`src/rtl/pwm_gen.sv`:
```
// rtl/pwm_gen.sv - single-channel edge-aligned PWM generator, 32-bit counter
// Define PWM_PRELOAD_EN for shadowed period/compare registers updated at the period boundary.
`timescale 1ns/1ps
module pwm_gen (
  input  logic        Clk50M,
  input  logic        Rst_n,
  input  logic        cnt_en,
  input  logic [31:0] counter_arr,
  input  logic [31:0] counter_ccr,
  output logic        o_pwm
);

  logic [31:0] cnt;
  logic [31:0] arr_act;
  logic [31:0] ccr_act;

`ifdef PWM_PRELOAD_EN
  logic [31:0] arr_sh;
  logic [31:0] ccr_sh;

  // Shadows track the inputs while stopped and latch them again on the wrap edge.
  always_ff @(posedge Clk50M or negedge Rst_n) begin
    if (!Rst_n) begin
      arr_sh <= '0;
      ccr_sh <= '0;
    end else if (!cnt_en || (cnt >= arr_sh)) begin
      arr_sh <= counter_arr;
      ccr_sh <= counter_ccr;
    end
  end

  assign arr_act = arr_sh;
  assign ccr_act = ccr_sh;
`else
  assign arr_act = counter_arr;
  assign ccr_act = counter_ccr;
`endif

  // The >= wrap keeps cnt bounded even if the active period shrinks below it.
  always_ff @(posedge Clk50M or negedge Rst_n) begin
    if (!Rst_n) begin
      cnt   <= '0;
      o_pwm <= 1'b0;
    end else if (!cnt_en) begin
      cnt   <= '0;
      o_pwm <= 1'b0;
    end else begin
      o_pwm <= (cnt < ccr_act);
      if (cnt >= arr_act) begin
        cnt <= '0;
      end else begin
        cnt <= cnt + 32'd1;
      end
    end
  end

endmodule

```
`config.mk`:
```
export PLATFORM = sky130hd
export DESIGN_NAME = pwm_gen
export DESIGN_NICKNAME = d
export VERILOG_FILES = /design/src/rtl/pwm_gen.sv
export SDC_FILE = /design/constraint.sdc
export NUM_CORES = 1
export LEC_CHECK = 0
export CORE_ASPECT_RATIO = 0.7
export CORE_UTILIZATION = 30
export CTS_BUF_LIST = sky130_fd_sc_hd__clkbuf_16
export CTS_CLUSTER_SIZE = 20
export DETAILED_ROUTE_END_ITERATION = 16
export HOLD_SLACK_MARGIN = 0.1
export PLACE_DENSITY_LB_ADDON = 0.1
export SETUP_SLACK_MARGIN = 0.05
export SYNTH_ARGS = -nofsm -noshare
export SYNTH_HDL_FRONTEND = slang
export SYNTH_SLANG_ARGS = --single-unit
export TNS_END_PERCENT = 20
```
`constraint.sdc`:
```
create_clock -name Clk50M -period 2.2 [get_ports Clk50M]
set_clock_uncertainty 0.05 [all_clocks]
set_input_delay 0.44 -clock Clk50M [delete_from_list [all_inputs] [get_ports Clk50M]]
set_output_delay 0.44 -clock Clk50M [all_outputs]
set_load 0.005 [all_outputs]
```
==> results.md <==
* Sw power at roughly 400 uW
* Power Density at ~320 nW/um2
* MaxCap Viol Count at 0
* Top Ports at between 60 and 70
* Drc violations at 0
* TritonCTS buffer count at 5
* Post-synthesis instance total at around 380
* Fin util at between 50% and 60%
* Total GRT Usage at between 10% and 20%
* Hold Slack at ~0.51 ns
* Combinational Power Share at a little over a fifth
* Warnings, synthesis at 0
* Post-route cell area at between 5000 and 6000 um2
* Worst hold path type: reg2reg
* Peak supply drop at 0.282 mV
* Worst-Margin Slew at between 0.5 and 0.6 ns
* First-pass GRT wire length at 14,900 um
* Buffers on Ports at 67
* Largest net degree at the start of global routing at 34
* Die ar. at around 11,000 um2
* Die Y at a little under 90 um
* Clock Path Buffers at 2
* Reg power frac at 38.4%
* Critical Path Start Type: input port
* Pint at 1210 uW
* Mapped Area at around 3200 um2
* Pwr Total at about 1600 uW
* Detail Route Antenna Nets at 0
* Area Overhead vs Synth at 58.8%
* Max Fclk at 446 MHz
* Worst-Skew Late Latency at 0.27 ns
* Run status: finished with violations
* Depth of the CTS H-tree at 2
* Routability cong. at 0.764
* Layout fillers at 961
* Non-Filler Instances at around 630
* Post-Route WL at a little under 9000 um
* Clock network power share at 39.7%
* Synth area leader: dfrtp_1
* Setup WS post-layout at -0.0429 ns
* Critical Path RT at ~2.4 ns
* Sw frac at roughly a quarter
* Number of global-route vias before repair at 3,046
* Gr ovfl total at 0
* Avg Cell Area, Syn at roughly 8.3 um2
* Largest cells by area after synthesis: dfrtp_1 26%, ha_1 25%, inv_1 8.2%
* Yosys cell types at 32
* Total number of clock tree sinks at 33
* Sequential area share after synthesis at a little over a quarter
* Hold_buf cts at 0
* Final Hold Vio Count at 0
* 1st-pass router iterations at 4
* Ant. Diodes at 0
* Unrepaired setup endpoints after global routing: yes
* Initial antenna violation count at 0
* Synth top area share at 26.2%
* Layout cells sized above 1 at 30.4%
* Clock transition at the registers of the reported paths at approximately 0.05 ns
* Initial Util at 31.7%
* Slew HR at approximately 65%
* Violated checks: setup timing
* 1st-iter DRT viols at 85
* Core area at between 9000 and 10,000 um2
* Synthesized net count at 510
* Fin nets at 635
* Crit path capture type: flop
* Root Driver: clkbuf_16
* Final Slew Violations at 0
* Setup CP Type: in2reg
* # rows at 30
* Crit Path Max Fanout at 8
* WP data arrival at around 2.4 ns
* CTS tree: yes
* #FFs+latches synth at 33
* Placement Cell Area at around 4300 um2
* Post-DR wirelength/cell at roughly 14 um
* Tcrit/Tclk final at 102%
* Minimum clock period after layout at between 2 and 2.5 ns
* Leak at ~0.0024 uW
* Placed cells at 617
* Vias per inst at roughly 4.7
* Via Count at 2,985
* HPWL Detailed at 6780 um
* Chip Width at 125 um
* Final setup violation count at 22
[cell families after synthesis]
group	after synthesis	synth area share (%)
simple gates	128	20.8
buf+inv	72	9.29
fa+ha+maj	64	25.4
compound gates	52	9.96
flops	33	26.2
xor+xnor	30	8.33
[worst paths after layout]
check | cells past startpoint | slack, ns | start | end
max in group asynchronous | 2 | 1.21 | Rst_n | cnt[13]
min | 2 | 0.51 | cnt[0] | cnt[0]
max reg2reg | 9 | -0.04 | cnt[11] | cnt[31]
max | 10 | -0.04 | counter_arr[5] | cnt[31]
min in group asynchronous | 2 | 0.54 | Rst_n | cnt[20]
min reg2reg | 2 | 0.51 | cnt[0] | cnt[0]
[cells in the final DEF, fill, tap and decap left out, types with 19 or more instances in the layout]
cell type	instances
inv_1	50
clkdlybuf4s50_1	39
buf_4	49
dfrtp_1	32
a21oi_1	19
inv_2	20
ha_4	20
dlygate4sd2_1	22
nand4_1	19
nand2_1	19
nor2_1	23
ha_1	42
[layer usage]
metal | GRT usage, % | vias to the layer above | wire (um)
li1 | - | 1530 | -
met1 | 25.3 | 1406 | 4780
met2 | 27.0 | 47 | 3820
met3 | 3.18 | 2 | 299
met4 | 2.41 | 0 | 25
met5 | 0 | - | 0
[state kept, by name, indices dropped and copies added, names as in the netlist]
| signal | cells |
|---|---|
| cnt | 32 |
| o_pwm | 1 |
[worst max-delay path, stage by stage]
cell             delay [ns]
clkdlybuf4s50_1        0.45
inv_1                  0.04
ha_1                   0.19
a21o_1                 0.17
a21oi_2                0.10
o211ai_1               0.15
a311o_2                0.44
buf_12                 0.16
buf_16                 0.16
nor2_4                 0.10
[metrics by stage]
step / TNS, ns / worst slack [ns]
3_5_place_dp: -20.23 / -0.647
2_1_floorplan: 0 / 0.112
3_3_place_gp: -19.76 / -0.615
5_1_grt: -1.75 / -0.104
6_report: -0.303 / -0.0429
4_1_cts: -1.06 / -0.0498
[layout make-up]
type	instances	area [um2]	area share, %
Multi-Input combinational cell	274	2500	49.9
Clock inverter	2	7.51	0.150
Tap cell	128	160	3.20
Sequential cell	33	827	16.5
Timing Repair Buffer	121	1130	22.6
Inverter	69	259	5.17
Clock buffer	5	125	2.50
[power by group through the flow]
stage	Combinational, uW	Clock, uW	Sequential, uW
after global placement	286	0	628
after floorplan	110	0	630
final	354	639	618
after CTS	345	664	618
after global routing	394	677	619
after detailed placement	291	0	628
[repair_timing]
item,in CTS,in global routing
cloned,3,0
hold endpoints to repair,0,0
resized for setup,100,36
endpoints found under the setup margin,33,33
buffers inserted,3,3
pin swaps,64,23
[Yosys cell counts (all sizes together)]
library cell   n
xnor2         17
inv           69
or2            1
nand3         17
o2111ai        1
o21ai          9
nor2          50
and2           1
o211ai         2
nand2         20
ha            64
buf            3
and4           2
xor2          13
a21oi         27
a211oi         2
a21o           8
and3           5
nand2b         3
nand4         19
a221oi         2
dfrtp         33
nor4           3
nor2b          3
a311o          1
nor3           4
Note: power is estimated with default switching activity, not from simulation.
